<file path="config.mk">
export PLATFORM = sky130hd
export DESIGN_NAME = piso_arb_ctrl
export DESIGN_NICKNAME = d
export VERILOG_FILES = /design/src/rtl/piso_arb_ctrl.sv
export SDC_FILE = /design/constraint.sdc
export NUM_CORES = 1
export LEC_CHECK = 0
export CORE_MARGIN = 2
export CORE_UTILIZATION = 30
export CTS_CLUSTER_SIZE = 20
export DETAILED_ROUTE_END_ITERATION = 16
export PLACE_DENSITY = 0.54
export RECOVER_POWER = 25
export SYNTH_ARGS = -nofsm -noshare
export SYNTH_HDL_FRONTEND = slang
export SYNTH_SLANG_ARGS = --single-unit
</file>
<file path="constraint.sdc">
create_clock -name clk -period 1.6 [get_ports clk]
set_clock_uncertainty 0.1 [all_clocks]
set_input_delay 0.16 -clock clk [delete_from_list [all_inputs] [get_ports clk]]
set_output_delay 0.16 -clock clk [all_outputs]
set_load 0.1 [all_outputs]
</file>
<file path="src/rtl/piso_arb_ctrl.sv">
// piso_arb_ctrl: round-robin two-requester arbiter feeding an MSB-first serializer with an idle gap
module piso_arb_ctrl #(
  parameter int WIDTH      = 4,
  parameter int GAP_CYCLES = 1
) (
  input  logic             clk,
  input  logic             reset,
  input  logic             req0_valid,
  input  logic [WIDTH-1:0] req0_data,
  output logic             req0_ready,
  input  logic             req1_valid,
  input  logic [WIDTH-1:0] req1_data,
  output logic             req1_ready,
  output logic             serial_out,
  output logic             frame_out,
  output logic             grant_id,
  output logic             busy,
  output logic             done
);
  localparam int CW = $clog2(WIDTH);
  localparam logic [CW-1:0] CNT_LOAD = CW'(WIDTH - 1);
  localparam logic [3:0] GAP_LOAD = (GAP_CYCLES > 0) ? 4'(GAP_CYCLES - 1) : 4'd0;
  typedef enum logic [1:0] {IDLE, SHIFT, GAP} state_e;
  state_e           state_q;
  logic [WIDTH-1:0] sreg_q;
  logic [CW-1:0]    cnt_q;
  logic [3:0]       gcnt_q;
  logic             last_q, grant_q, serial_q, frame_q, done_q;
  logic             win0, win1, accept;
  logic [WIDTH-1:0] data_d;
  // Round-robin winner; a ready only opens in IDLE while out of reset
  always_comb begin
    win0       = req0_valid & (~req1_valid | last_q);
    win1       = req1_valid & (~req0_valid | ~last_q);
    req0_ready = reset & (state_q == IDLE) & win0;
    req1_ready = reset & (state_q == IDLE) & win1;
    accept     = req0_ready | req1_ready;
    data_d     = req1_ready ? req1_data : req0_data;
  end
  // Control FSM; the MSB goes straight to serial_out on accept, the rest is shifted out after
  always_ff @(posedge clk or negedge reset) begin
    if (!reset) begin
      state_q  <= IDLE;
      sreg_q   <= '0;
      cnt_q    <= '0;
      gcnt_q   <= '0;
      last_q   <= 1'b1;
      grant_q  <= 1'b0;
      serial_q <= 1'b0;
      frame_q  <= 1'b0;
      done_q   <= 1'b0;
    end else begin
      done_q <= 1'b0;
      case (state_q)
        IDLE: if (accept) begin
          state_q  <= SHIFT;
          sreg_q   <= {data_d[WIDTH-2:0], 1'b0};
          serial_q <= data_d[WIDTH-1];
          frame_q  <= 1'b1;
          cnt_q    <= CNT_LOAD;
          grant_q  <= req1_ready;
          last_q   <= req1_ready;
        end
        SHIFT: if (cnt_q != '0) begin
          serial_q <= sreg_q[WIDTH-1];
          sreg_q   <= {sreg_q[WIDTH-2:0], 1'b0};
          cnt_q    <= cnt_q - 1'b1;
        end else begin
          serial_q <= 1'b0;
          frame_q  <= 1'b0;
          done_q   <= 1'b1;
          gcnt_q   <= GAP_LOAD;
          state_q  <= (GAP_CYCLES > 0) ? GAP : IDLE;
        end
        GAP: if (gcnt_q == '0) state_q <= IDLE;
             else gcnt_q <= gcnt_q - 1'b1;
        default: state_q <= IDLE;
      endcase
    end
  end
  assign serial_out = serial_q;
  assign frame_out  = frame_q;
  assign grant_id   = grant_q;
  assign done       = done_q;
  assign busy       = state_q != IDLE;
endmodule

</file>
==> impl_metrics.json, run 1 <==
{
  "status": "finished, violations left",
  "violations": "negative setup slack",
  "timing.final.ws_setup_ns": -0.0904,
  "worstHoldPathType": "input pin to flop",
  "initial_utilization": 0.308,
  "period_needed_ns": 1.69,
  "swShare": 0.463,
  "maxCapViolCount": 0,
  "fillCellCount": 251,
  "yosysTopAreaCellShare": 0.454,
  "syn-num-nets": 98,
  "crit_path_max_fanout": 3,
  "ant_nets": 0,
  "ios": 19,
  "cts_buffer_depth": 2,
  "seqPwrFrac": 0.265,
  "vias": 732,
  "synth-async-reset-ratio": 1.00,
  "drt_pass1_iterations": 4,
  "path_class": "flop to primary output",
  "synth-simple-area-share": 0.272,
  "syn_avg_cell_area_um2": 9.96,
  "synth.yosys.seq_area_share": 0.486,
  "synthCells": 83,
  "hold_viol": 0,
  "core_area_mm2": 0.00269,
  "h-tree-depth": 1,
  "drc": 0,
  "postCtsHoldBufs": 0,
  "hold_ws_ns": 0.299,
  "cts_tree": "yes",
  "maxSlewViolCount": 0,
  "cp.required_ns": 1.34,
  "synth_area_leader_cell": "dfrtp_1",
  "overflow": 0,
  "clk_latency_ns": 0.28,
  "total_power_uw": 2550,
  "cts_root_buffer": "clkbuf_4",
  "tightest_slew_ns": 0.905,
  "die-width_um": 56.5,
  "worstSetupStartpointType": "flop",
  "fmax_mhz": 592,
  "num_rows": 19,
  "post_drt_wl_per_cell_um": 12.4,
  "finalSetupViolations": 4,
  "drive_gt1_frac": 0.435,
  "switching_power_uw": 1180,
  "cp.arrival_ns": 1.43,
  "peakVddDrop_mv": 1.43,
  "p_int_uw": 1370,
  "antennaDiodeCount": 0,
  "clkPwrFrac": 0.104,
  "gp_congestion": 0.737,
  "period_share": 1.06,
  "setup-tns-final_ns": -0.140,
  "drt-total-wl_mm": 1.93,
  "portBuffers": 18,
  "synth_top_family_by_area": "simple AND/OR/NAND/NOR gates",
  "synth_top_flop_cell": "dfrtp_1",
  "ys_ff_latch": 16,
  "yosysUniqueCellTypes": 33,
  "synth_xor_area_frac": 0.0212,
  "synth_area_um2": 827,
  "synth_area_leaders": "dfrtp_1 (45%), nand2_1 (6.8%), ha_1 (4.5%)",
  "power_leakage_uw": 0.000661,
  "die_area_mm2": 0.00319,
  "grt_pass1_wl_mm": 3.17,
  "p_comb_frac": 0.630,
  "post-place-ws_ns": -0.197,
  "nets": 140,
  "via_per_inst": 4.72,
  "grt_pass1_vias": 737,
  "ys.warnings.count": 0,
  "slew_headroom": 0.397,
  "rsz0062_at_grt": "yes",
  "synth_edf_count": 0,
  "powerDensity_mw_per_mm2": 1830,
  "cts_buffers": 3,
  "synth_compound_area_frac": 0.107,
  "synthMuxAreaShare": 0.0363,
  "layout-area-overhead-vs-synth_pct": 68.7,
  "drt_iter0_drc": 13,
  "crit_path_end_kind": "primary output",
  "final_cell_mix": "nand2_1 (15), dfrtp_1 (15), buf_4 (15)",
  "cts_num_sinks": 16,
  "cts.clk_slew.worst_paths_ns": 0.09,
  "synthAdderAreaFrac": 0.0454,
  "grt.total_usage": 0.128,
  "antenna_found_initial": 0,
  "grt_max_degree": 17,
  "dpl.hpwl_mm": 1.36,
  "die_h_um": 56.5
}
## kinds of logic after synthesis
logic type	count (synthesis)
DFF	16
buffers and inverters	7
xor gates and xnor gates	2
adders and majority gates	3
muxes	3
and+or+nand+nor	40
AOI/OAI and AO/OA	12
## flip-flops by register name, indices dropped and copies added (netlist names)
| register | count |
|---|---|
| gcnt_q | 4 |
| sreg_q | 3 |
| cnt_q | 2 |
| state_q | 2 |
| done | 1 |
| frame_out | 1 |
| grant_id | 1 |
| last_q | 1 |
| serial_out | 1 |
## power groups by stage
stage	sequential [uW]	clock [uW]	combinational, uW
after floorplan	968	0	620
after global placement	680	0	1420
after detailed placement	682	0	1430
after CTS	674	281	1490
after global routing	697	290	1700
final	678	267	1610
## synthesized netlist by cell type, types with 2 or more instances
master,n
nor4b_1,2
nand2_1,15
nand3_1,3
o21ai_1,3
a211oi_1,2
nor2_1,4
mux2i_1,3
ha_1,3
xor2_1,2
inv_1,6
nor3_1,4
dfrtp_1,15
## metrics by stage
step           instances   util  area, um^2
2_1_floorplan         83      -         830
4_1_cts              148  0.472        1270
5_1_grt              155  0.519        1400
6_report             155  0.519        1400
3_5_place_dp         141  0.442        1190
3_3_place_gp         141  0.442        1190
## metal layers
layer  vias up  part of all wire  GRT usage  wire length, um
li1        373                 -          -                -
met1       344              0.43      0.163              826
met2        15              0.54      0.213             1030
met3         0             0.034     0.0230               66
met4         0                 0     0.0510                0
met5         -                 0          0                0
## final timing paths
| path | startpoint | endpoint | slack [ns] | cells past startpoint |
|---|---|---|---|---|
| max in group asynchronous | reset | cnt_q[1] | 0.45 | 2 |
| max reg2reg | state_q[0] | serial_out | -0.01 | 6 |
| max | state_q[0] | req0_ready | -0.09 | 3 |
| min in group asynchronous | reset | gcnt_q[1] | 0.40 | 2 |
| min | req1_data[0] | sreg_q[1] | 0.30 | 3 |
| min reg2reg | last_q | last_q | 0.37 | 2 |
## worst max-delay path, cell delays in order, from the launching register on
cell	delay, ns
dfrtp_1	0.42
nor3b_4	0.30
and3_4	0.26
buf_12	0.17
## timing repair
| action | in CTS | in global routing |
|---|---|---|
| setup endpoints to repair | 4 | 11 |
| resized for setup | 5 | 17 |
| pin swaps | 3 | 10 |
| buffers inserted | 3 | 7 |
## cell type report
class / count / area, um^2 / share of cell area
repair buffers: 37 / 409 / 0.293
inverters: 7 / 31.3 / 0.0224
well taps: 31 / 38.8 / 0.0278
clock buffers: 4 / 36.3 / 0.0260
multi-input cells: 60 / 478 / 0.343
flip-flops and latches: 16 / 402 / 0.288
Note: power is estimated with default switching activity, not from simulation.
==> run 2: changes to the inputs <==
--- a/config.mk
+++ b/config.mk
@@ -5,7 +5,6 @@
 export SDC_FILE = /design/constraint.sdc
 export NUM_CORES = 1
 export LEC_CHECK = 0
-export CORE_MARGIN = 2
 export CORE_UTILIZATION = 30
 export CTS_CLUSTER_SIZE = 20
 export DETAILED_ROUTE_END_ITERATION = 16
==> run 2 against run 1 <==
Effect of this change:
- the flow still finishes with violations (negative setup slack)
- highest routed layer unchanged
- critical path depth is 2 higher
- sequential power hardly changed
- sequential share of layout area is 2.2 points higher
- clock power is 2% lower
==> impl_metrics.json, run 2 (synthesis gave the netlist of run 1 again) <==
{
  "die_area_mm2": 0.00297,
  "top_register": "gcnt_q",
  "period_needed_ns": 1.69,
  "overflow": 0,
  "fillCellCount": 249,
  "die-width_um": 54.5,
  "cp.arrival_ns": 1.43,
  "worstSetupStartpointType": "flop",
  "rrSetupSlack_ns": 0,
  "drt_iter0_drc": 2,
  "r2r-start": "state_q[1]",
  "drt_pass1_iterations": 2,
  "status": "finished, violations left",
  "rr_endpoint": "serial_out",
  "final_cell_mix": "nand2_1 (15), dfrtp_1 (15), clkdlybuf4s50_1 (10)",
  "hold_ws_ns": 0.311,
  "fin_util": 0.509,
  "rsz0062_at_grt": "yes",
  "cts.clk_slew.worst_paths_ns": 0.09,
  "ios": 19,
  "cts_buffer_depth": 2,
  "layout-area-overhead-vs-synth_pct": 56.7,
  "portBuffers": 18,
  "cts_buffers": 3,
  "timing.final.ws_setup_ns": -0.0878,
  "tightest_slew_ns": 0.894,
  "core_area_mm2": 0.00254,
  "crit_path_end_kind": "primary output",
  "path_class": "flop to primary output",
  "maxCapViolCount": 0,
  "gp_congestion": 0.722,
  "cts_num_sinks": 16,
  "slew_headroom": 0.404,
  "dpl.hpwl_mm": 1.35,
  "setup-tns-final_ns": -0.122,
  "drt-total-wl_mm": 1.76,
  "powerDensity_mw_per_mm2": 1890,
  "nets": 133,
  "cts_tree": "yes",
  "clk_latency_ns": 0.28,
  "period_share": 1.05,
  "drive_gt1_frac": 0.342,
  "register_area_um2": 402,
  "min_path_cells": 3,
  "power_leakage_uw": 0.000603,
  "fmax_mhz": 592,
  "post_drt_wl_per_cell_um": 12.0,
  "initial_utilization": 0.325,
  "ant_nets": 0,
  "worstHoldPathType": "input pin to flop",
  "total_power_uw": 2450,
  "crit_path_max_fanout": 3,
  "holdPathEnd": "sreg_q[1]",
  "cp_cell_sequence": "nor3b_4 > buf_6 > nand3_4 > clkinv_4 > buf_12",
  "via_per_inst": 4.70,
  "die_h_um": 54.5,
  "maxSlewViolCount": 0,
  "grt.total_usage": 0.147,
  "h-tree-depth": 1,
  "num_rows": 18,
  "drc": 0,
  "antennaDiodeCount": 0,
  "holdCritStartpoint": "req1_data[0]",
  "finalSetupViolations": 3,
  "hold_viol": 0,
  "cp.required_ns": 1.34,
  "cts_root_buffer": "clkbuf_4",
  "cp_slowest_cell": "dfrtp_1",
  "multi_input_area_um2": 445,
  "reg_top3": "gcnt_q: 4 flops, sreg_q: 3 flops",
  "antenna_found_initial": 0,
  "grt_max_degree": 17,
  "cp_slowest_stage_delay_ns": 0.42,
  "violations": "negative setup slack",
  "peakVddDrop_mv": 1.38,
  "grt_pass1_wl_mm": 3.03,
  "grt_pass1_vias": 712,
  "largest_reg_flops": 4,
  "rr_worst_depth": 6,
  "vias": 691
}
## run 2: changes by cell type in the layout (fill, tap and decap cells not counted), moves of 2 or more
cell      delta
buf_4        -6
a211oi_2     -2
nand3_1      +2
nand3_2      -2
nor3_1       +2
nor3_2       -2
## run 2: worst max-delay path by stage
stage,startpoint,endpoint,cells after the start
after floorplan,state_q[1],sreg_q[1],4
after global placement,reset,serial_out,5
after detailed placement,reset,serial_out,5
after CTS,state_q[1],req1_ready,5
after global routing,state_q[1],req1_ready,5
final,state_q[1],req1_ready,5
## run 2: per-layer routing
layer  vias up  share of wire  track usage
li1        354              -            -
met5         -              0            0
met3         0          0.045       0.0306
met1       322           0.46        0.175
met2        15           0.50        0.252
met4         0              0       0.0641
## run 2: worst max-delay path, delay by kind of cell (launching register included)
family                 cells  cell delay, ns
buffers and inverters      3            0.38
DFF                        1            0.42
and+or+nand+nor            2            0.35
## run 2: per-stage QoR
step	setup WS (ns)	instance area, um^2	cells
floorplan	0.0149	830	83
global placement	-0.169	1170	138
detailed placement	-0.223	1170	138
CTS	-0.109	1260	145
global route	-0.169	1300	147
finish	-0.0878	1300	147
## run 2: power breakdown
group / switching (uW) / internal, uW
Combinational: 903 / 616
Clock: 122 / 138
Sequential: 115 / 560
## run 2: what timing repair did
item,4_1_cts,5_1_grt
pin swaps,4,6
setup endpoints to repair,4,12
buffers inserted,3,2
endpoints found under the hold margin,0,0
hold buffers,0,0
resized for setup,6,8
gates cloned,0,0
## run 2: area by class of cell
cell class                      instances  share of cell area
Timing Repair Buffer                   30               0.265
Inverter                                7              0.0241
Tap cell                               30              0.0290
Multi-Input combinational cell         60               0.344
Sequential cell                        16               0.310
Clock buffer                            4              0.0280
==> edit 1 (flow settings as in run 2) <==
Re-encode `state_e` (3 states) as one-hot, 3 bits wide.
--- a/src/rtl/piso_arb_ctrl.sv
+++ b/src/rtl/piso_arb_ctrl.sv
@@ -22,3 +22,3 @@
   localparam logic [3:0] GAP_LOAD = (GAP_CYCLES > 0) ? 4'(GAP_CYCLES - 1) : 4'd0;
-  typedef enum logic [1:0] {IDLE, SHIFT, GAP} state_e;
+  typedef enum logic [2:0] {IDLE = 3'b001, SHIFT = 3'b010, GAP = 3'b100} state_e;
   state_e           state_q;
Check against the original RTL: no difference found for any inputs over 10 cycles, from zero or initial values and one cycle with reset low; not proved beyond that.
==> edit 1 against run 2 <==
The run still ends with negative setup slack left. Worst setup slack got worse by 0.11 ns. Sequential cell count rose by 1. Wire length rose by 23%. Design area rose by 16%. Synthesized cell count rose by 2.4%. Critical path type unchanged. Critical path depth fell by 2. Non-clock buffer count rose by 17. Total power fell by 3.2%. Synthesized area rose by 1.2%. Highest routed layer is now met4. Maximum frequency fell by 6.1%. Clock power fell by 13%. Sequential share of layout area fell by 2.4 points.
==> edit 1: results (changes against run 2) <==
Iteration-0 DRC Markers=13 (was 2); ys async rst share=100.0% (unchanged); first-pass GRT wire length=3.463 mm (was 3.029 mm); clock buffer depth=2 (unchanged); CP max stage cell=dfstp_2 (was dfrtp_1); # setup viols final=14 (was 3); drt via density=4.825 (was 4.701); LEAKAGE=0.6987 nW (was 0.6035 nW); HP Class=in -> async (was in -> reg); post-synthesis sequential area ratio=51.12% (was 48.56%); CP max FO=3 (unchanged); Synth area leaders=dfrtp_1, nand2_1, dfstp_2 (was dfrtp_1, nand2_1, ha_1); Clock transition at path regs=0.10 ns; RR Startpoint=gcnt_q[1] (was state_q[1]); GP Congestion=0.7170 (was 0.7218); Ant. Diodes=0 (unchanged); placed cell areas=0.001297 mm² (was 0.001170 mm²); CP max stage delay=0.55 ns (was 0.42 ns); CP arrival=1.54 ns (was 1.43 ns); failing checks=negative setup slack (unchanged); layout cells sized above 1=51.47% (was 34.19%); reg2reg end=gcnt_q[3] (was serial_out); first-pass iteration count of the detailed router=4 (was 2); R2R Setup Slk=-0.17 ns (was 0 ns); Yosys Warn Count=0 (unchanged); R2R depth=6 (unchanged); initial antenna violation count=0 (unchanged); Final Net Count=151 (was 133); Max VDD drop=1.708 mV (was 1.376 mV); HPWL after DPL=1.619 mm (was 1.349 mm); Syn Nets=99 (was 98); Slew headroom=50.10% (was 40.41%); clk_lat worst skew=0.28 ns (about the same); Synth cell types=34 (was 33); top flop regs=gcnt_q: 4 flops, sreg_q: 3 flops, state_q: 3 flops (was gcnt_q: 4 flops, sreg_q: 3 flops); vias in the first global route=806 (was 712); filler instances=240 (was 249); TritonCTS Buffers=3 (unchanged); Max H-tree Level=1 (unchanged); Routed WL per cell=13.01 µm (was 11.97 µm); max-cap violations=0 (unchanged); CTS root buf=clkbuf_4 (unchanged); CP top delay family=flip-flops (unchanged); buffers added on ports=18 (unchanged); Total GRT Usage=16.63% (was 14.67%); hold_ws=0.2416 ns (was 0.3110 ns); outcome=finished with violations (unchanged); top cells by count, synth=nand2_1, dfrtp_1, inv_1, nor2_1, a21oi_1 (was dfrtp_1, nand2_1, inv_1, nor2_1, nor3_1); largest net degree at the start of global routing=14 (was 17); post-layout worst setup margin=-0.1974 ns (was -0.08783 ns)
edit 1: area by class of cell:
cell class / count / area, µm² / area share, %
Tap cell: 30 / 37.54 / 2.498
Sequential cell: 17 / 429.2 / 28.56
Timing Repair Buffer: 47 / 479.2 / 31.89
Inverter: 9 / 37.54 / 2.498
Clock buffer: 4 / 26.28 / 1.749
Multi-Input combinational cell: 59 / 493.0 / 32.81
edit 1: per-layer routing:
layer  GRT usage [%]  part of all wire, %  vias up
met3           2.778                  2.5        4
met5               0                    0        -
li1                -                    -      406
met2           28.92                   50       17
met4           5.128                  1.4        0
met1           20.61                   46      374
edit 1: through the flow:
| step | power, W | TNS [ns] | instances | worst slack, ns |
|---|---|---|---|---|
| finish | 0.002376 | -1.423 | 166 | -0.1974 |
| global route | 0.002499 | -2.241 | 166 | -0.2395 |
| CTS | 0.002313 | -2.195 | 165 | -0.1873 |
| detailed placement | 0.001839 | -2.107 | 153 | -0.2137 |
| global placement | 0.001821 | -1.263 | 153 | -0.1283 |
| floorplan | 0.001373 | -1.443 | 85 | -0.2246 |
edit 1: worst max path at each step:
stage	slack (ns)	end	from
2_1_floorplan	-0.22	serial_out	state_q[0]
3_3_place_gp	-0.13	gcnt_q[3]	gcnt_q[1]
3_5_place_dp	-0.21	cnt_q[0]	req1_valid
4_1_cts	-0.19	gcnt_q[3]	gcnt_q[0]
5_1_grt	-0.24	gcnt_q[3]	gcnt_q[0]
6_report	-0.20	busy	state_q[0]
edit 1: kinds of logic (layout without fill, tap and decap cells):
| logic type | Yosys count | after routing | synth area share, % |
|---|---|---|---|
| mux | 1 | 1 | 1.196 |
| fa+ha+maj | 2 | 2 | 2.989 |
| buf+inv | 9 | 60 | 4.036 |
| compound gates | 21 | 21 | 17.79 |
| flops | 17 | 17 | 51.12 |
| simple gates | 35 | 35 | 22.87 |
edit 1: worst register-to-register path: cells and delay by family, from the launching register on:
family,cells,cell delay [ns]
compound gates,2,0.32
fa+ha+maj,1,0.15
buf+inv,1,0.06
flops,1,0.38
simple gates,2,0.63
edit 1: report_power, final:
part | switching (W) | leakage, nW | total (W) | internal (W)
sequential | 0.0000945 | 0.205 | 0.000658 | 0.000564
combinational | 0.000798 | 0.479 | 0.00149 | 0.000692
clock | 0.000131 | 0.0150 | 0.000228 | 0.0000968
total | 0.00102 | 0.699 | 0.00238 | 0.00135
edit 1: what timing repair did:
| item | in CTS | in global routing |
|---|---|---|
| setup endpoints to repair | 14 | 19 |
| pin swaps | 4 | 10 |
| gates resized for setup | 15 | 14 |
| setup buffers | 8 | 2 |
==> edit 2 (flow settings as in run 2) <==
Made on the original files. Change the parameter `WIDTH` from 4 to 8.
--- a/src/rtl/piso_arb_ctrl.sv
+++ b/src/rtl/piso_arb_ctrl.sv
@@ -2,3 +2,3 @@
 module piso_arb_ctrl #(
-  parameter int WIDTH      = 4,
+  parameter int WIDTH      = 8,
   parameter int GAP_CYCLES = 1
Ports: changed (resized req0_data and req1_data); port bits go from 19 to 27. The function was not compared with the original's and may differ.
==> edit 2 against run 2 <==
The run still ends with negative setup slack left. Non-clock buffer count grew 18. Global-route usage grew 1.0 points. Sequential share of layout area shrank 0.38 points. Worst setup slack lost 0.035 ns. Design area grew 33%. Maximum frequency shrank 2.1%. Synthesized area grew 31%. Total power grew 22%. Sequential cell count grew 5. Register-to-register slack lost 0.08 ns. Wire length grew 57%. Count of clock-buffer cells in the layout is the same. Critical endpoint is now req0_ready. Largest cell class unchanged.
==> edit 2: results (changes against run 2) <==
Synth area leaders=dfrtp_1, mux2i_1, ha_1 (was dfrtp_1, nand2_1, ha_1); P_sw=0.001300 W (was 0.001141 W); hold_ws=0.1234 ns (was 0.3110 ns); clk_lat worst skew=0.30 ns (was 0.28 ns); CP arrival=1.46 ns (was 1.43 ns); mux contribution to synthesized area=7.407% (was 3.631%); Clock transition at path regs=0.11 ns (was 0.09 ns); placed cell areas=0.001556 mm² (was 0.001170 mm²); largest net degree at the start of global routing=14 (was 17); Synth cell types=27 (was 33); Well Taps=46 (was 30); # setup viols final=10 (was 3); Seq. cell area=529.3 µm² (was 401.6 µm²); post-synthesis sequential area ratio=48.73% (was 48.56%); seq_cells=21 (was 16); first-pass iteration count of the detailed router=4 (was 2); R2R Setup Slk=-0.08 ns (was 0 ns); metal2 WL=1.342 mm (was 878 µm); M1 WL=1.257 mm (was 801 µm); DR top layer=met4 (was met3); post-layout worst setup margin=-0.1233 ns (was -0.08783 ns); multi-input combinational area share=33.00% (was 34.36%); GR Layer Usage met2=28.57% (was 25.20%); placed cell count=193 (was 138); met3 Use GR=3.934% (was 3.056%); Syn Inst Count=111 (was 83); #MultiIn Comb=82 (was 60); Critical Path Sink=req0_ready (was req1_ready); final cell count without fillers=208 (was 147); Seq group=0.000879 W (was 0.000675 W); buffers added on ports=26 (was 18); Total GRT Usage=15.71% (was 14.67%); outcome=finished with violations (unchanged); metal3 WL=125 µm (was 79 µm); DP Worst Slack=-0.2299 ns (was -0.2230 ns); largest reg by FF count=sreg_q (was gcnt_q); xor/xnor share of the synthesized area=1.620% (was 2.118%); failing checks=negative setup slack (unchanged); HP Class=in -> async (was in -> reg); top flop regs=sreg_q: 7 flops, gcnt_q: 4 flops, cnt_q: 3 flops (was gcnt_q: 4 flops, sreg_q: 3 flops); vias in the first global route=950 (was 712); filler instances=303 (was 249); top cells by count, synth=dfrtp_1, nand2_1, a21oi_1, o21ai_1 (was dfrtp_1, nand2_1, inv_1, nor2_1, nor3_1); Synth Area in Adders=4.630% (was 4.539%); buffer share of cell area=29.88% (was 26.54%); Syn Nets=135 (was 98); Compound-Gate Fraction of Synth Area=12.96% (was 10.74%); GP Congestion=0.7542 (was 0.7218)
## edit 2: cell count changes in the layout (fill, tap and decap cells not counted), moves of 3 or more
cell / before / now
nor2_4: 0 / 3
buf_4: 9 / 17
dfrtp_1: 15 / 18
o21ai_1: 3 / 9
a21oi_1: 1 / 9
clkdlybuf4s50_1: 10 / 19
mux2i_1: 2 / 8
or3_1: 0 / 6
nand2_1: 15 / 11
## edit 2: per-stage QoR
| step | power, W | utilization, % | setup TNS [ns] |
|---|---|---|---|
| 2_1_floorplan | 0.001867 | - | 0 |
| 4_1_cts | 0.002934 | 48.91 | -0.7506 |
| 3_5_place_dp | 0.002503 | 45.92 | -2.472 |
| 3_3_place_gp | 0.002470 | 45.92 | -1.830 |
| 5_1_grt | 0.003206 | 51.02 | -1.465 |
| 6_report | 0.003003 | 51.02 | -0.6791 |
## edit 2: worst max-delay path, cell delays in order (launching register included)
cell and delay, ns:
dfrtp_2 0.45, or3b_4 0.43, nor2_4 0.11, buf_12 0.18
